**src/rtl/clk_div_bank.sv**
```systemverilog
// clk_div_bank: a bank of NCH independent integer clock dividers on clk_1.
// Each channel has a runtime-programmable ratio N. The new ratio is held
// pending and is adopted only at a period boundary, on sync, or while the
// channel is disabled, so a period that has started always completes.
// Each channel drives a registered divided clock and one-cycle rise/fall
// strobes that can be used as clock enables.
module clk_div_bank #(
    parameter int NCH = 4,
    parameter int DW  = 8,
    parameter logic [NCH*DW-1:0] DIV_INIT = {8'd128, 8'd32, 8'd4, 8'd2},
    localparam int CW = (NCH > 1) ? $clog2(NCH) : 1
) (
    input  logic           clk_1,
    input  logic           reset,
    input  logic           sync,
    input  logic [NCH-1:0] ch_en,
    input  logic           cfg_we,
    input  logic [CW-1:0]  cfg_ch,
    input  logic [DW-1:0]  cfg_div,
    output logic           cfg_err,
    output logic [NCH-1:0] pend,
    output logic [NCH-1:0] clk_out,
    output logic [NCH-1:0] ce_rise,
    output logic [NCH-1:0] ce_fall
);

    logic           w_ch_range_ok;
    logic           w_wr_bad;
    logic           w_wr_ok;
    logic [NCH-1:0] w_wr_hit;
    logic           r_err;

    // Write qualification: a ratio below 2 or a nonexistent channel is rejected.
    always_comb begin
        w_ch_range_ok = (int'(cfg_ch) < NCH);
        w_wr_bad      = cfg_we & ((cfg_div < DW'(2)) | ~w_ch_range_ok);
        w_wr_ok       = cfg_we & ~w_wr_bad;
    end

    // Error strobe: one cycle after each rejected write.
    always_ff @(posedge clk_1 or negedge reset) begin
        if (!reset) begin
            r_err <= 1'b0;
        end else begin
            r_err <= w_wr_bad;
        end
    end

    assign cfg_err = r_err;

    for (genvar gi = 0; gi < NCH; gi++) begin : g_ch
        logic [DW-1:0] r_cnt;
        logic [DW-1:0] r_div;
        logic [DW-1:0] r_pdiv;
        logic          r_pend;
        logic          r_clk;
        logic          r_rise;
        logic          r_fall;

        logic [DW-1:0] w_half;
        logic [DW-1:0] w_hi_start;
        logic [DW-1:0] w_last;
        logic [DW-1:0] w_cnt_nx;
        logic [DW-1:0] w_new_pdiv;
        logic          w_run;
        logic          w_adopt;

        // Channel next-state: counter wrap at N-1, and when the pending ratio is adopted.
        always_comb begin
            w_hit_default: begin
                w_half     = r_div >> 1;
                w_hi_start = r_div - w_half;
                w_last     = r_div - DW'(1);
            end
            if (r_cnt == w_last) begin
                w_cnt_nx = '0;
            end else begin
                w_cnt_nx = r_cnt + DW'(1);
            end
            w_run   = ch_en[gi] & ~sync;
            w_adopt = ~w_run | (w_cnt_nx == '0);
            if (w_wr_hit[gi]) begin
                w_new_pdiv = cfg_div;
            end else begin
                w_new_pdiv = r_pdiv;
            end
        end

        // Channel state: counter, ratios, divided clock and strobes.
        always_ff @(posedge clk_1 or negedge reset) begin
            if (!reset) begin
                r_cnt  <= '0;
                r_div  <= DIV_INIT[gi*DW +: DW];
                r_pdiv <= DIV_INIT[gi*DW +: DW];
                r_pend <= 1'b0;
                r_clk  <= 1'b0;
                r_rise <= 1'b0;
                r_fall <= 1'b0;
            end else begin
                r_pdiv <= w_new_pdiv;
                if (w_adopt) begin
                    r_div  <= w_new_pdiv;
                    r_pend <= 1'b0;
                end else begin
                    r_div  <= r_div;
                    r_pend <= r_pend | w_wr_hit[gi];
                end
                if (w_run) begin
                    r_cnt  <= w_cnt_nx;
                    r_clk  <= (w_cnt_nx >= w_hi_start);
                    r_rise <= (w_cnt_nx == w_hi_start);
                    r_fall <= (w_cnt_nx == '0);
                end else begin
                    r_cnt  <= '0;
                    r_clk  <= 1'b0;
                    r_rise <= 1'b0;
                    r_fall <= 1'b0;
                end
            end
        end

        assign w_wr_hit[gi] = w_wr_ok & (cfg_ch == CW'(gi));
        assign pend[gi]     = r_pend;
        assign clk_out[gi]  = r_clk;
        assign ce_rise[gi]  = r_rise;
        assign ce_fall[gi]  = r_fall;
    end

endmodule

```
**config.mk**
```make
export PLATFORM = sky130hd
export DESIGN_NAME = clk_div_bank
export DESIGN_NICKNAME = d
export VERILOG_FILES = /design/src/rtl/clk_div_bank.sv
export SDC_FILE = /design/constraint.sdc
export NUM_CORES = 1
export LEC_CHECK = 0
export ABC_CLOCK_PERIOD_IN_PS = 2700
export CAP_MARGIN = 20
export CELL_PAD_IN_SITES_DETAIL_PLACEMENT = 0
export CELL_PAD_IN_SITES_GLOBAL_PLACEMENT = 2
export CORE_AREA = 2 2 151 153
export CTS_CLUSTER_DIAMETER = 80
export DETAILED_ROUTE_END_ITERATION = 8
export DIE_AREA = 0 0 153 155
export GPL_TIMING_DRIVEN = 0
export MAX_ROUTING_LAYER = met4
export PLACE_DENSITY = 0.79
export SYNTH_ARGS = -nofsm -noshare
export SYNTH_HDL_FRONTEND = slang
export SYNTH_SLANG_ARGS = --single-unit
```
**constraint.sdc**
```tcl
create_clock -name clk_1 -period 2.7 [get_ports clk_1]
set_input_delay 0.54 -clock clk_1 [delete_from_list [all_inputs] [get_ports clk_1]]
set_output_delay 0.54 -clock clk_1 [all_outputs]
set_load 0.05 [all_outputs]
```
Yosys cells after proc, flatten, opt, wreduce, memory -nomap -nowiden
Index checks and enable logic that the tools add are counted.
Widths: inputs -> output; s select.
{"block": "word_totals", "ramBits": 0, "regBits": 113, "word_cells": 114, "mem_bits_ro": 0, "n_memories": 0, "latch_bits": 0, "inputBits": 18}
{"block": "op_classes", "n_eq_ne": 11, "shifts": 0, "mux": 28, "order_cmp": 5, "mul": 0, "reduce_logical": 5, "add_sub_neg": 12, "bitwise_logic": 24, "n_div": 0}
{"cell": "$mux 8", "count": 12}
{"cell": "$eq 8x8->1", "count": 8}
{"cell": "$add 8x1->8 const B", "count": 4}
{"cell": "$ge 8x8->1", "count": 4}
{"cell": "$logic_not 8->1", "count": 4}
{"cell": "$sub 8x1->8 const B", "count": 4}
{"cell": "$sub 8x7->8", "count": 4}
{"cell": "$mux 1", "count": 16}
{"cell": "$and 1x1->1", "count": 10}
{"cell": "$lt 8x2->1 const B", "count": 1}
{"cell": "$or 1x1->1", "count": 8}
{"cell": "$not 1->1", "count": 6}
{"cell": "$eq 2x2->1 const B", "count": 2}
{"cell": "$eq 2x1->1 const B", "count": 1}
{"cell": "$logic_not 2->1", "count": 1}

Depth between registers and ports, before layout
Gate-level depths: netlist of the first run.
{"block": "logic_depth", "ltp_word": 7, "mapped_depth": 15, "ltp_nobuf": 15}

Worst setup path before layout of the first run
No wires, ideal clock.
{"block": "synth_timing", "path_kind": "register to register", "start": "register g_ch[0].r_div[2]", "end": "register g_ch[0].r_clk", "required_time_ns": 2.569, "arrival_time_ns": 2.877, "n_path_buf": 1, "setup_ns": 0.131, "path_stages_with_launch": 16, "synth_period_minus_slack_ns": 3.007, "setup_slack_ns": -0.307, "path_cell_list": "dfrtp_1 > inv_1 > ha_1 > nand2b_1 > mux2_1 > o22a_1 > nor4_4 > buf_6 > nor2_1 > ha_1 > nor2b_1 > o21a_1 > o21ai_0 > a21oi_1 > o21ai_0 > a211oi_1"}
{"block": "synth_between", "elab_chain_cells": 5}
{"item": "from (decl)", "line_no": "53", "rtl": "logic [DW-1:0] r_div;"}
{"item": "from (signal assigned)", "line_no": "93", "rtl": "r_div <= DIV_INIT[gi*DW +: DW];"}
{"item": "from (signal assigned)", "line_no": "102", "rtl": "r_div <= w_new_pdiv;"}
{"item": "from (signal assigned)", "line_no": "105", "rtl": "r_div <= r_div;"}
{"item": "$sub 8x1->8", "line_no": "73", "rtl": "w_last = r_div - DW'(1);"}
{"item": "$eq 8x8->1", "line_no": "75", "rtl": "if (r_cnt == w_last) begin"}
{"item": "$mux 8", "line_no": "75"}
{"item": "$ge 8x8->1 *", "line_no": "110", "rtl": "r_clk <= (w_cnt_nx >= w_hi_start);"}
{"item": "$mux 1 *", "line_no": "108", "rtl": "if (w_run) begin"}
{"item": "to (signal assigned)", "line_no": "110"}
{"item": "to (decl)", "line_no": "56", "rtl": "logic r_clk;"}
Mark *: on every way between the ends. The rest lies on a longest branch, timed or not.
A chain may end at the register's enable or synchronous reset.

Final worst setup path of the first run
{"block": "layout_timing", "start": "register g_ch[0].r_div[1]", "end": "register g_ch[0].r_clk"}
The elaborated chain is that of the path after synthesis.

==> results of run 1 <==
metrics by stage:
step	utilization (%)	worst slack, ns	power, W	setup TNS (ns)	cells
after floorplan	-	-0.0888	0.00437	-0.0888	784
after global placement	39.5	-3.58	0.00502	-400.32	1103
after global routing	46.5	-0.376	0.00861	-1.65	1189
final	46.5	-0.244	0.00797	-0.650	1189
after CTS	44.7	-0.356	0.00767	-0.735	1175
after detailed placement	39.6	-0.534	0.00505	-9.29	1104
power by group:
group          internal [W]  leakage, nW  switching (W)
registers           0.00194         1.41       0.000173
clock network       0.00135        0.261       0.000839
logic               0.00187         2.95        0.00180
total               0.00516         4.62        0.00281
final cells by class:
cell class / count / area, µm²
diodes: 1 / 2.50
fillers: 2082 / 11900
plain buffers: 36 / 251
clock buffers: 19 / 433
well taps: 285 / 357
flip-flops and latches: 113 / 2850
inverters: 63 / 244
repair buffers: 87 / 815
multi-input cells: 572 / 5240
clock inverters: 13 / 141
cell usage after synthesis (all sizes together), types with 2 or more instances:
cell type,count,area [µm²]
or3b,3,26.3
nand4,16,100
nor3,14,86.3
and4,3,26.3
inv,63,236
o21ba,6,60.1
nand2b,12,75.1
clkbuf,3,11.3
o21ai,8,40.0
o41a,3,33.8
nor2b,9,56.3
a211oi,3,22.5
a21oi,23,115
or2,8,50.1
xor2,41,359
xnor2,60,526
nor2,92,345
dfrtp,105,2630
and3,6,37.5
o41ai,2,17.5
fa,4,80.1
buf,33,229
and2,2,12.5
nand2,18,67.6
a21o,10,75.1
dfstp,8,210
a31oi,4,25.0
nor4,6,52.6
nand3b,6,45.0
mux2,65,792
ha,96,1200
nand3,12,65.1
nor3b,4,35.0
o21a,5,37.5
o21bai,9,67.6
a21boi,9,67.6
worst register-to-register path, cell delays in order, from the launching register on:
cell and delay, ns:
dfstp_2 0.55, inv_2 0.05, ha_4 0.16, mux2_4 0.27, o22a_1 0.23, nor4_4 0.34
buf_6 0.16, nor2_4 0.04, ha_4 0.25, nor2b_2 0.12, o21a_1 0.14, o21ai_2 0.06
a21oi_2 0.14, o21ai_2 0.07, a211oi_2 0.26
worst min-delay path by stage:
stage / startpoint / to / cells after the start
6_report: g_ch[0].r_pend$_DFF_PN0_ / g_ch[0].r_pend$_DFF_PN0_ / 1
5_1_grt: g_ch[3].r_pdiv[2]$_DFF_PN0_ / g_ch[3].r_pdiv[2]$_DFF_PN0_ / 1
4_1_cts: g_ch[3].r_pdiv[0]$_DFF_PN0_ / g_ch[3].r_pdiv[0]$_DFF_PN0_ / 1
3_5_place_dp: reset / g_ch[3].r_clk$_DFF_PN0_ / 1
3_3_place_gp: g_ch[3].r_pdiv[6]$_DFF_PN0_ / g_ch[3].r_pdiv[6]$_DFF_PN0_ / 1
2_1_floorplan: reset / cfg_err$_DFF_PN0_ / 0
per-layer routing:
metal | global-route usage [%] | wire length [µm]
met2 | 24.8 | 8200
met4 | 5.16 | 252
met1 | 21.9 | 8820
met5 | - | 0
met3 | 2.53 | 514
timing repair:
item | 4_1_cts | 5_1_grt
pin swaps | 48 | 57
setup endpoints to repair | 7 | 24
hold buffers | 1 | 0
buffers inserted | 38 | 13
gates resized for setup | 56 | 72
hold endpoints to repair | 22 | 0
registers in the layout (all words and copies together), names as in the netlist:
name         count
g_ch.r_pdiv     32
g_ch.r_clk       4
g_ch.r_div      32
cfg_err          1
g_ch.r_rise      4
g_ch.r_cnt      32
g_ch.r_fall      4
g_ch.r_pend      4
kinds of logic after synthesis:
logic type / count (synthesis)
muxes: 66
adders and majority gates: 100
AOI/OAI and AO/OA: 90
buffers and inverters: 99
and+or+nand+nor: 215
xor gates and xnor gates: 101
DFF: 113
==> summary.md, run 1 <==
| Metric | Value |
|---|---|
| Post-Syn Nets | `902` |
| Actual slew at the worst max-slew pin | `0.506 ns` |
| Kind of cell adding the most delay to the critical path | `compound AO/OA/AOI/OAI gates` |
| Synth Instances | `784` |
| Synthesized area per cell | `between 10 and 15 µm²` |
| Drt first pass iters | `4` |
| Max Cap Viol | `0` |
| Post-synth EDFFs | `0` |
| Final Max Slew Viols | `0` |
| Synth Flop Type | `dfrtp_1` |
| Worst Path Buf+Inv | `2` |
| RSZ-0062 raised after global routing | `true` |
| Req. time, crit path | `between 3 and 4 ns` |
| CTS sink count | `113` |
| Critical-path top delay cell | `dfstp_2` |
| GRT overflow | `0` |
| Share of layout cells above drive strength 1 | `33.6%` |
| Crit path launch | `g_ch[0].r_div[1]$_DFFE_PN1N_` |
| Rows | `55` |
| Largest net degree at the start of global routing | `between 90 and 100` |
| Vias in the first global route | `5,877` |
| Yosys warning total | `0` |
| Die width | `roughly 150 µm` |
| HP Class | `reg -> reg` |
| Synth cell types | `60` |
| Area Overhead vs Synth | `28.6%` |
| Commonest non-fill, non-tap cell in the layout | `dfrtp_1` |
| First-pass GRT wire length | `a little under 30,000 µm` |
| GR Util All Layers | `16.1%` |
| Fin. Hold Viols | `0` |
| Core Area | `22,200 µm²` |
| Worst Reg2Reg Path Length in Cells | `14` |
| Crit share post-route | `109%` |
| Critical path depth | `14` |
| Most frequent cells in the layout | `dfrtp_1, nor2_1, ha_1` |
| Hold WS | `0.488 ns` |
| CTS max path bufs | `2` |
| CP max stage delay | `about 0.55 ns` |
| DRC violations left | `0` |
| Final design instance area without fill | `10,300 µm²` |
| Height of the die | `155 µm` |
| Hpwl dp | `roughly 13,000 µm` |
| Clock Latency Late Sink | `0.42 ns` |
| Fmax | `340 MHz` |
| Synth Area in Compound Gates | `about 8%` |
| Worst setup endpoint | `g_ch[0].r_clk$_DFF_PN0_` |
| Critical path peak fanout | `3` |
| Count of input and output buffers | `34` |
| CTS H-tree depth | `4` |
| Fin crit period | `around 3 ns` |
| CTS tree | `built` |
| Synth async-reset ratio | `100%` |
| Sequential share of the synthesized area | `35.3%` |
| CTS root buf | `clkbuf_16` |
| Worst setup EP type | `register` |
| RR Endpoint | `g_ch[0].r_clk$_DFF_PN0_` |
| Startpoint Class | `register` |
| Violated checks | `setup timing` |
| Largest family of logic cells by synthesized area | `adder cells` |
| VDD IR max | `0.349 mV` |
| Status | `finished, violations left` |
| Clock Skew | `0.00924 ns` |
| Leak | `4.62 nW` |
| Wire length per cell | `15.0 µm` |
| Slew Limit Headroom | `66.2%` |
| Setup Viol. Count Final | `6` |
| Setup ws final | `-0.244 ns` |
| Reg-to-Reg Start | `g_ch[0].r_div[1]$_DFFE_PN1N_` |
| Critical path arrival | `3.26 ns` |
| Inserted Clock Buffers | `17` |
| IO Pins | `35` |
| Dpl cell area | `8810 µm²` |
| Synth Area in Adders | `between 15 and 20%` |
| DR vias/cell | `4.78` |
| #FFs+latches synth | `113` |
| # nets final | `1,008` |
| Power Dens Cells | `approximately 770 nW/µm²` |
| Die area | `23,700 µm²` |
| Critical path class | `reg -> reg` |
| DRT iter0 DRCs | `between 200 and 300` |
| Worst-path clk slew | `~0.06 ns` |
| Antenna-violating nets left | `0` |
| Initial antenna violation count | `1` |
| Flop-to-flop setup slack | `-0.24 ns` |
| Post-Synth XOR/XNOR Area | `11.0%` |
| RD Place Congestion | `0.767` |
| Crit-path cells | `inv_2, ha_4, mux2_4, o22a_1, nor4_4, buf_6, nor2_4, ha_4, nor2b_2, o21a_1, o21ai_2, a21oi_2, o21ai_2, a211oi_2` |
| Simple-Gate Fraction of Synth Area | `14.0%` |
| Starting Density | `36.2%` |
| Multiplexer share of the synthesized area | `approximately a tenth` |
| Mapped Area | `roughly 8000 µm²` |
| Total wire length | `17,800 µm` |
| Via count | `5,685` |
Note: power is estimated with default switching activity, not from simulation.
==> inputs of run 2 (changes only) <==
==> config.mk (replaced) <==
export PLATFORM = sky130hd
export DESIGN_NAME = clk_div_bank
export DESIGN_NICKNAME = d
export VERILOG_FILES = /design/src/rtl/clk_div_bank.sv
export SDC_FILE = /design/constraint.sdc
export NUM_CORES = 1
export LEC_CHECK = 0
export ABC_CLOCK_PERIOD_IN_PS = 2700
export CAP_MARGIN = 20
export CORE_AREA = 2 2 123 125
export CTS_CLUSTER_DIAMETER = 80
export DETAILED_ROUTE_END_ITERATION = 8
export DIE_AREA = 0 0 125 127
export GPL_TIMING_DRIVEN = 0
export MAX_ROUTING_LAYER = met4
export PLACE_DENSITY = 0.8
export SYNTH_ARGS = -nofsm -noshare
export SYNTH_HDL_FRONTEND = slang
export SYNTH_SLANG_ARGS = --single-unit
==> summary.md, run 2 (synthesis gave the netlist of run 1 again) <==
| Metric | Value |
|---|---|
| Status | `finished, violations left (unchanged)` |
| Violated checks | `setup timing (unchanged)` |
| Tot Pwr | `0.00832 W (was 0.00797 W)` |
| Startpoint Class | `register (unchanged)` |
| CTS sink count | `113 (unchanged)` |
| Antenna-violating nets left | `0 (unchanged)` |
| Clock Skew | `0.00971 ns (was 0.00924 ns)` |
| CTS H-tree depth | `4 (unchanged)` |
| Count of input and output buffers | `34 (unchanged)` |
| First-pass GRT wire length | `29,400 µm (was 29,800 µm)` |
| Rows | `44 (was 55)` |
| Req. time, crit path | `3.03 ns (was 3.02 ns)` |
| CTS max path bufs | `2 (unchanged)` |
| Actual slew at the worst max-slew pin | `0.674 ns (was 0.506 ns)` |
| Starting Density | `55.7% (was 36.2%)` |
| Leak | `4.76 nW (was 4.62 nW)` |
| Critical path class | `reg -> reg (unchanged)` |
| Fin crit period | `3.08 ns (was 2.94 ns)` |
| GR Util All Layers | `24.0% (was 16.1%)` |
| Die width | `125 µm (was 153 µm)` |
| Crit-path cells | `inv_4, ha_4, nand3b_1, buf_4, xnor2_1, nand4_1, nor4_2, buf_4, buf_12, nor2_1, ha_1, nand4_1, nor2_1, nor3_1, a211oi_2 (was inv_2, ha_4, mux2_4, o22a_1, nor4_4, buf_6, nor2_4, ha_4, nor2b_2, o21a_1, o21ai_2, a21oi_2, o21ai_2, a211oi_2)` |
| VDD IR max | `0.612 mV (was 0.349 mV)` |
| DRT iter0 DRCs | `407 (was 260)` |
| Kind of cell adding the most delay to the critical path | `simple AND/OR/NAND/NOR gates (was compound AO/OA/AOI/OAI gates)` |
| Worst Path Buf+Inv | `4 (was 2)` |
| Top flop regs | `g_ch.r_cnt: 32 flops, g_ch.r_div: 32 flops, g_ch.r_pdiv: 32 flops (unchanged)` |
| Wire length per cell | `17.4 µm (was 15.0 µm)` |
| HP Class | `in -> async (was reg -> reg)` |
| Worst-path clk slew | `0.06 ns (about the same)` |
| Setup TNS | `-1.24 ns (was -0.650 ns)` |
| Critical path peak fanout | `6 (was 3)` |
| Flop-to-flop setup slack | `-0.38 ns (was -0.24 ns)` |
| CTS tree | `built (unchanged)` |
| Final Max Slew Viols | `0 (unchanged)` |
| Vias in the first global route | `6,068 (was 5,877)` |
| IO Pins | `35 (unchanged)` |
| Height of the die | `127 µm (was 155 µm)` |
| Slew Limit Headroom | `54.9% (was 66.2%)` |
| Max Cap Viol | `0 (unchanged)` |
| Die area | `15,900 µm² (was 23,700 µm²)` |
| RSZ-0062 raised after global routing | `true (unchanged)` |
| DR vias/cell | `5.54 (was 4.78)` |
| Hpwl dp | `11,600 µm (was 12,600 µm)` |
| Inserted Clock Buffers | `17 (unchanged)` |
| Dpl cell area | `8680 µm² (was 8810 µm²)` |
| Clock Latency Late Sink | `0.43 ns (was 0.42 ns)` |
| Fmax | `325 MHz (was 340 MHz)` |
| Reg-to-Reg Start | `g_ch[1].r_div[2]$_DFFE_PN1N_ (was g_ch[0].r_div[1]$_DFFE_PN1N_)` |
| Drt first pass iters | `5 (was 4)` |
| Power Dens Cells | `802 nW/µm² (was 771 nW/µm²)` |
| RD Place Congestion | `0.900 (was 0.767)` |
| Total wire length | `19,200 µm (was 17,800 µm)` |
| Most frequent cells in the layout | `dfrtp_1, nor2_1, buf_4 (was dfrtp_1, nor2_1, ha_1)` |
| Final design instance area without fill | `10,400 µm² (was 10,300 µm²)` |
| Core Area | `14,400 µm² (was 22,200 µm²)` |
| Via count | `6,101 (was 5,685)` |
| Worst setup EP type | `register (unchanged)` |
| # nets final | `1,022 (was 1,008)` |
| Crit share post-route | `114% (was 109%)` |
| Largest net degree at the start of global routing | `70 (was 92)` |
| CTS root buf | `clkbuf_16 (unchanged)` |
| Setup ws final | `-0.377 ns (was -0.244 ns)` |
| Fin. Hold Viols | `0 (unchanged)` |
| GRT overflow | `0 (unchanged)` |
| Initial antenna violation count | `1 (unchanged)` |
| Commonest non-fill, non-tap cell in the layout | `dfrtp_1 (unchanged)` |
| CP max stage delay | `0.58 ns (was 0.55 ns)` |
| Critical-path top delay cell | `dfstp_2 (unchanged)` |
| Hold WS | `0.126 ns (was 0.488 ns)` |
| Critical path arrival | `3.41 ns (was 3.26 ns)` |
| Area Overhead vs Synth | `29.1% (was 28.6%)` |
| Setup Viol. Count Final | `7 (was 6)` |
| Share of layout cells above drive strength 1 | `34.1% (was 33.6%)` |
| Fin util | `72.0% (was 46.5%)` |
| DRC violations left | `0 (unchanged)` |
| Crit path launch | `g_ch[1].r_div[2]$_DFFE_PN1N_ (was g_ch[0].r_div[1]$_DFFE_PN1N_)` |
==> run 2: worst register-to-register path: cells and delay by family, from the launching register on <==
family	cells	cell delay, ns
buffers and inverters	4	0.56
and+or+nand+nor	7	1.04
adders and majority gates	2	0.47
DFF	1	0.58
xor gates and xnor gates	1	0.13
AOI/OAI and AO/OA	1	0.24
==> run 2: power by group <==
group          switching, W  internal (W)
Combinational       0.00193       0.00198
Clock              0.000790       0.00151
Sequential         0.000179       0.00194
Total               0.00290       0.00543
==> run 2: layout make-up <==
type | count | area (µm²)
inverter | 63 | 246
buffer | 36 | 255
sequential | 113 | 2850
timing repair buffer | 101 | 918
clock buffer | 22 | 474
multi-input combinational | 572 | 5270
clock inverter | 10 | 134
antenna | 1 | 2.50
fill | 933 | 4050
tap | 184 | 230
==> run 2: per-stage QoR <==
step                      instances  setup WS, ns
after global routing           1102        -0.457
after detailed placement       1003        -0.413
after floorplan                 784       -0.0888
final                          1102        -0.377
after CTS                      1074        -0.210
after global placement         1002         -3.25
==> run 2: layer usage <==
metal | wire length (µm) | vias up | track usage (%)
met5 | 0 | - | -
met4 | 549 | 0 | 10.8
met3 | 610 | 41 | 4.52
met2 | 9660 | 145 | 39.5
met1 | 8340 | 3022 | 28.9
li1 | - | 2893 | -
==> run 2: worst paths after layout <==
path / to / cells past startpoint
worst max-delay path: g_ch[1].r_clk$_DFF_PN0_ / 15
worst min-delay path: g_ch[3].r_cnt[0]$_DFF_PN0_ / 1
worst max register to register: g_ch[1].r_clk$_DFF_PN0_ / 15
worst min register to register: g_ch[3].r_pdiv[1]$_DFF_PN0_ / 1
max in group asynchronous: g_ch[1].r_div[2]$_DFFE_PN1N_ / 2
min in group clk_1: g_ch[3].r_pdiv[1]$_DFF_PN0_ / 1
==> run 2: timing repair <==
item	in CTS	in global routing
cloned	0	0
hold buffers	0	0
endpoints found under the setup margin	7	24
resized for setup	57	82
setup buffers	39	27
pin swaps	44	72
==> inputs of run 3 (changes only) <==
==> config.mk (replaced) <==
export PLATFORM = sky130hd
export DESIGN_NAME = clk_div_bank
export DESIGN_NICKNAME = d
export VERILOG_FILES = /design/src/rtl/clk_div_bank.sv
export SDC_FILE = /design/constraint.sdc
export NUM_CORES = 1
export LEC_CHECK = 0
export ABC_AREA = 1
export ABC_CLOCK_PERIOD_IN_PS = 2700
export CAP_MARGIN = 25
export CORE_AREA = 2 2 126 128
export CTS_CLUSTER_DIAMETER = 80
export DETAILED_ROUTE_END_ITERATION = 8
export DIE_AREA = 0 0 128 130
export GPL_TIMING_DRIVEN = 0
export MAX_ROUTING_LAYER = met4
export PLACE_DENSITY = 0.79
export SYNTH_ARGS = -nofsm -noshare
export SYNTH_HDL_FRONTEND = slang
export SYNTH_SLANG_ARGS = --single-unit
==> summary.md, run 3 <==
| Metric | Value |
|---|---|
| Via count | `7,343 (was 6,101)` |
| VDD IR max | `0.565 mV (was 0.612 mV)` |
| Cell taking the most area after synthesis | `dfrtp_1 (unchanged)` |
| Drt first pass iters | `5 (unchanged)` |
| RSZ-0062 raised after global routing | `true (unchanged)` |
| Synth Area in Adders | `15.3% (was 15.9%)` |
| Rows | `46 (was 44)` |
| Fin crit period | `2.78 ns (was 3.08 ns)` |
| Final design instance area without fill | `10,300 µm² (was 10,400 µm²)` |
| Flop pwr share | `28.0% (was 25.4%)` |
| Commonest non-fill, non-tap cell in the layout | `nand2_1 (was dfrtp_1)` |
| Most frequent cells in the layout | `nand2_1, inv_1, dfrtp_1 (was dfrtp_1, nor2_1, buf_4)` |
| Synth top cells by count | `nand2_1, inv_1, dfrtp_1 (was dfrtp_1, ha_1, nor2_1)` |
| Total wire length | `20,000 µm (was 19,200 µm)` |
| # nets final | `1,329 (was 1,022)` |
| N_diodes | `0 (was 1)` |
| Die area | `16,600 µm² (was 15,900 µm²)` |
| Net Sw Power | `0.00276 W (was 0.00290 W)` |
| Height of the die | `130 µm (was 127 µm)` |
| Hold WS | `0.471 ns (was 0.126 ns)` |
| Req. time, crit path | `3.06 ns (was 3.03 ns)` |
| DRT iter0 DRCs | `631 (was 407)` |
| Die width | `128 µm (was 125 µm)` |
| Leak | `5.53 nW (was 4.76 nW)` |
| Critical path peak fanout | `3 (was 6)` |
| CTS tree | `built (unchanged)` |
| Reg area | `2840 µm² (was 2850 µm²)` |
| Critical-path top delay cell | `dfstp_2 (unchanged)` |
| GR Util All Layers | `24.7% (was 24.0%)` |
| Core Area | `15,400 µm² (was 14,400 µm²)` |
| Slew Limit Headroom | `58.7% (was 54.9%)` |
| CTS root buf | `clkbuf_16 (unchanged)` |
| Critical path arrival | `3.14 ns (was 3.41 ns)` |
| CTS sink count | `113 (unchanged)` |
| Share of power burned in combinational logic | `41.4% (was 46.9%)` |
| Setup ws final | `-0.0770 ns (was -0.377 ns)` |
| Synthesized area per cell | `7.57 µm² (was 10.3 µm²)` |
| Setup Viol. Count Final | `1 (was 7)` |
| Inserted Clock Buffers | `17 (unchanged)` |
| First-pass GRT wire length | `31,800 µm (was 29,400 µm)` |
| Power Dens Cells | `703 nW/µm² (was 802 nW/µm²)` |
| Clock Latency Late Sink | `0.43 ns (about the same)` |
| Share of layout cells above drive strength 1 | `21.7% (was 34.1%)` |
| Flop-to-flop setup slack | `-0.08 ns (was -0.38 ns)` |
| CP most frequent cell | `nand2_1` |
| Violated checks | `setup timing (unchanged)` |
| Starting Density | `54.3% (was 55.7%)` |
| Switching portion of total power | `38.0% (was 34.8%)` |
| Post-Synth XOR/XNOR Area | `4.57% (was 11.0%)` |
| Synth top area share | `31.4% (was 32.7%)` |
| Critical path class | `reg -> reg (unchanged)` |
| Setup TNS | `-0.0770 ns (was -1.24 ns)` |
| RD Place Congestion | `0.868 (was 0.900)` |
| Vias in the first global route | `6,995 (was 6,068)` |
| RR Endpoint | `g_ch[0].r_clk$_DFF_PN0_ (was g_ch[1].r_clk$_DFF_PN0_)` |
| Initial antenna violation count | `0 (was 1)` |
| Worst Reg2Reg Path Length in Cells | `15 (unchanged)` |
| Worst setup EP type | `register (unchanged)` |
| Largest net degree at the start of global routing | `96 (was 70)` |
| Most common cell in the netlist | `nand2_1 (was dfrtp_1)` |
| Hpwl dp | `13,200 µm (was 11,600 µm)` |
| Synth top area cells | `dfrtp_1, nand2_1, ha_1 (was dfrtp_1, ha_1, xnor2_1)` |
| DRC violations left | `0 (unchanged)` |
| Post-Syn Nets | `1,225 (was 902)` |
| Worst Path Buf+Inv | `1 (was 4)` |
| Max Cap Viol | `0 (unchanged)` |
| Internal power contribution | `0.00449 W (was 0.00543 W)` |
| Worst-path clk slew | `0.06 ns (about the same)` |
| Yosys warning total | `0 (unchanged)` |
| CTS max path bufs | `2 (unchanged)` |
| HP Class | `reg -> reg (was in -> async)` |
| Synth Flop Type | `dfrtp_1 (unchanged)` |
| Multi-input gate area | `5130 µm² (was 5270 µm²)` |
| Synth async-reset ratio | `100% (unchanged)` |
| Antenna-violating nets left | `0 (unchanged)` |
| Sequential share of the synthesized area | `33.9% (was 35.3%)` |
| Fin. Hold Viols | `0 (unchanged)` |
| Synth Instances | `1,107 (was 784)` |
| Startpoint Class | `register (unchanged)` |
| Fill cell count | `1,184 (was 933)` |
| Crit-path cells | `inv_2, ha_1, nor2_1, nand2_1, nand2_1, a21oi_2, o21ai_2, nand2_1, nand2_1, a21oi_2, xor2_2, ha_4, nand4_1, o221ai_2, a21o_1 (was inv_4, ha_4, nand3b_1, buf_4, xnor2_1, nand4_1, nor4_2, buf_4, buf_12, nor2_1, ha_1, nand4_1, nor2_1, nor3_1, a211oi_2)` |
| #FFs+latches synth | `113 (unchanged)` |
| Worst hold path depth | `2` |
| Final Max Slew Viols | `0 (unchanged)` |
| Wire length per cell | `14.1 µm (was 17.4 µm)` |
| Actual slew at the worst max-slew pin | `0.616 ns (was 0.674 ns)` |
| Mapped Area | `8380 µm² (was 8040 µm²)` |
| Kind of cell adding the most delay to the critical path | `compound AO/OA/AOI/OAI gates (was simple AND/OR/NAND/NOR gates)` |
| IO Pins | `35 (unchanged)` |
| CTS H-tree depth | `4 (unchanged)` |
| GRT overflow | `0 (unchanged)` |
| Multiplexer share of the synthesized area | `0% (was 9.98%)` |
| Status | `finished, violations left (unchanged)` |
| Crit share post-route | `103% (was 114%)` |
| Clock Skew | `0.00658 ns (was 0.00971 ns)` |
| Count of input and output buffers | `34 (unchanged)` |
| Worst Hold Launch | `g_ch[1].r_pdiv[0]$_DFF_PN0_` |
| Synth Area in Compound Gates | `6.12% (was 7.91%)` |
| Hold path endpoint | `g_ch[1].r_pdiv[0]$_DFF_PN0_` |
| Post-synth EDFFs | `0 (unchanged)` |
| DR vias/cell | `5.19 (was 5.54)` |
| Area Overhead vs Synth | `23.1% (was 29.1%)` |
| CP max stage delay | `0.56 ns (was 0.58 ns)` |
| Top flop regs | `g_ch.r_cnt: 32 flops, g_ch.r_div: 32 flops, g_ch.r_pdiv: 32 flops (unchanged)` |
| Dpl cell area | `8990 µm² (was 8680 µm²)` |
| Synth cell types | `40 (was 60)` |
| Reg-to-Reg Start | `g_ch[0].r_div[1]$_DFFE_PN1N_ (was g_ch[1].r_div[2]$_DFFE_PN1N_)` |
| Fmax | `360 MHz (was 325 MHz)` |
| Simple-Gate Fraction of Synth Area | `31.3% (was 14.0%)` |
| Largest family of logic cells by synthesized area | `simple AND/OR/NAND/NOR gates (was adder cells)` |
| Clock power frac | `30.6% (was 27.7%)` |
-- run 3: final cells by class --
cell class,count,share of cell area (%)
multi-input cells,813,49.7
flip-flops and latches,113,27.6
repair buffers,85,7.31
inverters,161,6.09
clock buffers,17,4.12
well taps,192,2.33
clock inverters,15,1.56
plain buffers,20,1.32
-- run 3: worst max-delay path by stage --
stage                                       from                          to  slack, ns  depth (start not counted)
finish              g_ch[0].r_div[1]$_DFFE_PN1N_     g_ch[0].r_clk$_DFF_PN0_      -0.08                         15
global route        g_ch[0].r_div[1]$_DFFE_PN1N_     g_ch[0].r_clk$_DFF_PN0_      -0.22                         15
CTS                 g_ch[2].r_div[3]$_DFFE_PN0N_     g_ch[2].r_clk$_DFF_PN0_     0.0007                         16
detailed placement  g_ch[0].r_div[1]$_DFFE_PN1N_     g_ch[0].r_clk$_DFF_PN0_      -0.35                         15
global placement                           reset  g_ch[3].r_cnt[2]$_DFF_PN0_      -3.33                          1
floorplan           g_ch[1].r_div[2]$_DFFE_PN1N_     g_ch[1].r_clk$_DFF_PN0_       0.02                         15
-- run 3: metrics by stage --
stage               util (%)  cells  power (W)  setup slack (ns)
CTS                     64.4   1391    0.00684          0.000680
finish                  66.9   1416    0.00725           -0.0770
floorplan                  -   1107    0.00382            0.0225
global route            66.9   1416    0.00770            -0.221
global placement        58.1   1333    0.00429             -3.33
detailed placement      58.3   1334    0.00436            -0.346
-- run 3: logic make-up (layout without fill, tap and decap cells) --
| group | Yosys count | in the layout |
|---|---|---|
| DFF | 113 | 113 |
| AOI/OAI and AO/OA | 72 | 72 |
| xor gates and xnor gates | 42 | 42 |
| and+or+nand+nor | 599 | 599 |
| adders and majority gates | 100 | 100 |
| buffers and inverters | 181 | 298 |
-- run 3: power groups by stage --
stage / Combinational (W) / Clock, W / Sequential, W
2_1_floorplan: 0.00180 / 0 / 0.00202
3_3_place_gp: 0.00222 / 0 / 0.00206
3_5_place_dp: 0.00229 / 0 / 0.00207
4_1_cts: 0.00258 / 0.00223 / 0.00202
5_1_grt: 0.00332 / 0.00233 / 0.00205
6_report: 0.00300 / 0.00222 / 0.00203
-- run 3: routing by layer --
metal | part of all wire [%] | vias up | GRT usage [%]
met5 | 0 | - | -
met4 | 1.9 | 0 | 8.40
met3 | 3.2 | 33 | 4.59
met2 | 51 | 151 | 42.6
met1 | 44 | 3472 | 29.4
li1 | - | 3687 | -
-- run 3: repair_timing --
item | 4_1_cts | 5_1_grt
resized for setup | 42 | 56
setup endpoints to repair | 8 | 8
hold buffers | 1 | 0
hold endpoints to repair | 18 | 0
pin swaps | 21 | 43
setup buffers | 24 | 25
-- run 3: tightest hold or removal path, delay by kind of cell, from the launching register on --
| family | cells | cell delay [ns] |
|---|---|---|
| flip-flops | 1 | 0.32 |
| AND/OR/NAND/NOR | 2 | 0.11 |
==> variant 1 (flow settings as in run 1) <==
Remove the register `r_err`: a continuous assignment takes its place, so the output `cfg_err` follows one clock earlier.
--- a/src/rtl/clk_div_bank.sv
+++ b/src/rtl/clk_div_bank.sv
@@ -39,11 +39,5 @@
 
     // Error strobe: one cycle after each rejected write.
-    always_ff @(posedge clk_1 or negedge reset) begin
-        if (!reset) begin
-            r_err <= 1'b0;
-        end else begin
-            r_err <= w_wr_bad;
-        end
-    end
+    assign r_err = w_wr_bad;
 
     assign cfg_err = r_err;
Behaviour: not the same (a bounded check fails within 4 cycles, from zero or initial values and one cycle with reset low).
==> variant 1 against run 1 <==
  * The run still ends with setup timing left
  * Via count decreased by 0.72%
  * Final area decreased by 1.5%
  * Wire length increased by 0.35%
  * Area after synthesis decreased by 0.33%
  * Critical path type unchanged
  * Worst setup slack improved by 0.041 ns
  * Sequential cell count decreased by 1
  * Combinational power increased by 3%
  * Power decreased by 8.2%
==> variant 1: results (changes against run 1) <==
- Run status: finished, violations left
- Met3 GRT Util: 0.01699 (-0.008357)
- Final setup margin: -0.2024 ns (+0.04150 ns)
- Endpoints failing setup: 4 (-2)
- CTS clk-pin slew, worst paths: 0.08 ns (+0.02 ns)
- Proportion of layout cells with a drive suffix above 1: 0.3452 (+0.009624)
- Largest cells by area after synthesis: dfrtp_1, ha_1, mux2_2
- Setup Skew: 0.006844 ns (-0.002399 ns)
- Slowest stage cell, crit path: dfrtp_1
- Fill count: 2147 (+3.1%)
- WP data arrival: 3.15 ns (-0.11 ns)
- Synth Area in Adders: 0.1599 (+0.0005225)
- N_diodes: 0 (-1)
- Post-CTS sizing: 54 (-3.6%)
- XOR/XNOR share of the synthesized area: 0.1104 (+0.0003607)
- Mean Syn Cell Area: 10.22 um2 (-0.33%)
- GR Layer Usage met1: 0.2045 (-0.01409)
- DRT iter0 DRCs: 168 (-35%)
- Largest net degree at the start of global routing: 59 (-36%)
- DR WL met3: 238 um (-54%)
- Sum Neg Setup Slack: -0.5571 ns (+0.09331 ns)
- Failing checks: setup timing
- Maximum VDD drop: 329.3 uV (-5.7%)
- Static leakage: 4.584 nW (-0.86%)
- Met2 wire len: 8.530 mm (+4.1%)
- Placed Area: 8820 um2 (about the same)
- Post-CTS Setup Inserts: 39 (+2.6%)
- Post-DP HPWL: 12.83 mm (+1.7%)
- Number of CTS-inserted buffers: 9 (-8)
- Post-synthesis mux area share: 0.09961 (-0.0001413)
- GPL Wtd Cong: 0.7864 (+2.6%)
- Worst-skew pair later-pin latency: 0.36 ns (-0.06 ns)
- Netlist cell types: 62 (+3.3%)
- Routed vias: 5644 (-0.72%)
==> variant 1: changes by cell type in the layout (fill, tap and decap cells not counted), sizes merged, moves of 3 or more <==
| cell | run 1 | this run |
|---|---|---|
| nand3 | 12 | 15 |
| buf | 89 | 98 |
| nor2 | 92 | 95 |
| nand2 | 18 | 21 |
| clkbuf | 19 | 15 |
| clkinvlp | 6 | 0 |
==> variant 1: logic make-up (layout without fill, tap and decap cells) <==
group,Yosys count,count (layout)
adder cells (fa/ha/maj),100,100
XOR/XNOR,101,101
flip-flops,112,112
AND/OR/NAND/NOR,219,219
multiplexers,68,68
buffers and inverters,96,213
AO/OA/AOI/OAI,88,88
==> variant 1: through the flow <==
stage	setup slack [ns]	power [mW]
6_report	-0.2024	7.320
5_1_grt	-0.3782	7.872
4_1_cts	-0.2154	6.903
3_5_place_dp	-0.4707	5.095
3_3_place_gp	-3.539	5.085
2_1_floorplan	-0.1363	4.398
==> variant 1: cell type report <==
class	instances	area, um2	share of cell area
Multi-Input combinational cell	576	5296	0.5200
Sequential cell	112	2828	0.2776
Timing Repair Buffer	101	898.4	0.08820
Tap cell	285	356.6	0.03501
Buffer	35	247.7	0.02432
Inverter	61	246.5	0.02420
Clock buffer	9	225.2	0.02211
Clock inverter	7	87.58	0.008598
==> variant 1: path summary, 6_finish.rpt <==
check	start	end	slack, ns	cells after the start
max	g_ch[0].r_div[2]	g_ch[0].r_clk	-0.20	14
min	reset	g_ch[1].r_cnt[0]	0.12	1
max reg2reg	g_ch[0].r_div[2]	g_ch[0].r_clk	-0.20	14
min reg2reg	g_ch[2].r_pdiv[1]	g_ch[2].r_pdiv[1]	0.50	1
max in group asynchronous	reset	g_ch[3].r_div[7]	1.85	2
min in group clk_1	g_ch[2].r_pdiv[1]	g_ch[2].r_pdiv[1]	0.50	1
==> variant 2 (flow settings as in run 1) <==
Without the edit above. Set the parameter `DW` to 12 (it was 8).
--- a/src/rtl/clk_div_bank.sv
+++ b/src/rtl/clk_div_bank.sv
@@ -7,5 +7,5 @@
 module clk_div_bank #(
     parameter int NCH = 4,
-    parameter int DW  = 8,
+    parameter int DW  = 12,
     parameter logic [NCH*DW-1:0] DIV_INIT = {8'd128, 8'd32, 8'd4, 8'd2},
     localparam int CW = (NCH > 1) ? $clog2(NCH) : 1
Interface: changed (resized cfg_div); port bits go from 35 to 39. No check against the original RTL was run, so the function may have changed too.
==> variant 2 against run 1 <==
  * The run still ends with setup timing left
  * Largest cell class unchanged
  * Worst setup slack worse by 0.53 ns
  * Final area is 45% higher
  * Area after synthesis is 51% higher
  * Sequential cell count is 48 higher
  * Sequential power is 43% higher
  * Die area stayed put
  * Power is 35% higher
  * Highest routed layer unchanged
  * Wire length is 56% higher
==> variant 2: results (changes against run 1) <==
- Static leakage: 6.921 nW (+50%)
- Global-route wire length before repair: 45.79 mm (+53%)
- GPL Wtd Cong: 0.8329 (+8.6%)
- Initial antenna violation count: 0 (-1)
- Failing checks: setup timing
- Worst-path maximum fanout: 2 (-1)
- Maximum VDD drop: 443.8 uV (+27%)
- Detailed Routing Iterations Pass 1: 5 (+1)
- Post-synth top cells: dfrtp_1, ha_1, nor2_1
- Largest net degree at the start of global routing: 103 (+12%)
- Met2 wire len: 13.95 mm (+70%)
- Placed Area: 13050 um2 (+48%)
- Vias in the first global route: 9227 (+57%)
- XOR/XNOR share of the synthesized area: 0.1122 (+0.002162)
- Compound-Gate Fraction of Synth Area: 0.08527 (+0.006214)
- Slowest stage cell, crit path: dfrtp_2
- Top Family by Delay on Critical Path: simple AND/OR/NAND/NOR gates
- Largest registers: g_ch.r_cnt: 48 flops, g_ch.r_div: 48 flops, g_ch.r_pdiv: 48 flops
- Routed vias: 8931 (+57%)
- Post-synthesis mux area share: 0.1017 (+0.001954)
- Netlist cell types: 75 (+25%)
- Rel. slew slack: 0.6187 (-0.04326)
- Final #Nets: 1521 (+51%)
- Sequential element share of the synthesized area: 0.3316 (-0.02132)
- Post-synthesis net count: 1394 (+55%)
- Max stage delay on crit path: 0.42 ns (-0.13 ns)
- Largest cells by area after synthesis: dfrtp_1, ha_1, xnor2_1
- DR WL met3: 447 um (-13%)
- Reg2reg path depth: 16 (+2)
- N_diodes: 0 (-1)
- WL met1: 13.06 mm (+48%)
- Run status: finished, violations left
- DRT Wirelength: 27.74 mm (+56%)
- Post-DP HPWL: 20.14 mm (+60%)
- Endpoints failing setup: 20 (+14)
- Final setup margin: -0.7771 ns (-0.5332 ns)
- WP data arrival: 3.84 ns (+0.58 ns)
-- variant 2: report_power, final --
part	internal, mW	switching [mW]	leakage, nW
logic	2.62	2.70	4.63
clock network	1.30	1.10	0.280
registers	2.75	0.277	2.01
-- variant 2: stage by stage --
step                TNS [ns]  setup WS [ns]    util  std cells  hold slack [ns]
CTS                   -6.145        -0.7596  0.6557       1635          0.08721
global placement     -883.29         -5.331  0.5860       1547           0.4754
detailed placement    -46.01         -1.046  0.5873       1548           0.4823
finish                -6.173        -0.7771  0.6751       1649          0.06840
floorplan             -3.445        -0.5607       -       1224           0.2444
global route          -9.752        -0.9197  0.6751       1649           0.1131
-- variant 2: layer usage --
metal,track usage,vias up
li1,-,4482
met1,0.3164,4360
met2,0.4202,67
met3,0.03287,22
met4,0.05379,0
met5,-,-
-- variant 2: area by class of cell --
class                      count  area [um2]
clock inverter                14       147.6
buffer                        55       445.4
sequential                   161        4063
fill                        1819        7222
clock buffer                  18       429.2
inverter                      91       354.1
timing repair buffer         110        1082
tap                          285       356.6
multi-input combinational    915        8128
-- variant 2: final timing paths --
check | from | endpoint
worst max register to register | g_ch[1].r_div[0] | g_ch[1].r_clk
min in group clk_1 | g_ch[3].r_pend | g_ch[3].r_pend
worst min-delay path | reset | g_ch[1].r_cnt[8]
max in group asynchronous | reset | g_ch[0].r_cnt[1]
worst min register to register | g_ch[3].r_pend | g_ch[3].r_pend
worst max-delay path | g_ch[1].r_div[0] | g_ch[1].r_clk
-- variant 2: cell families (layout without fill, tap and decap cells) --
family / Yosys count / count (layout)
xor gates and xnor gates: 156 / 156
adders and majority gates: 148 / 148
AOI/OAI and AO/OA: 148 / 148
DFF: 161 / 161
muxes: 101 / 101
and+or+nand+nor: 362 / 362
buffers and inverters: 148 / 288
-- variant 2: timing repair --
| action | 4_1_cts | 5_1_grt |
|---|---|---|
| buffers inserted | 53 | 15 |
| gates resized for setup | 116 | 88 |
| endpoints found under the setup margin | 74 | 99 |
| hold buffers | 0 | 0 |
| pin swaps | 50 | 35 |
| gates cloned | 2 | 2 |
-- variant 2: worst register-to-register path: cells and delay by family (launching register included) --
family                   cells  cell delay (ns)
adder cells (fa/ha/maj)      3             0.77
buffers and inverters        2             0.12
AO/OA/AOI/OAI                5             0.94
flip-flops                   1             0.42
AND/OR/NAND/NOR              6             1.15
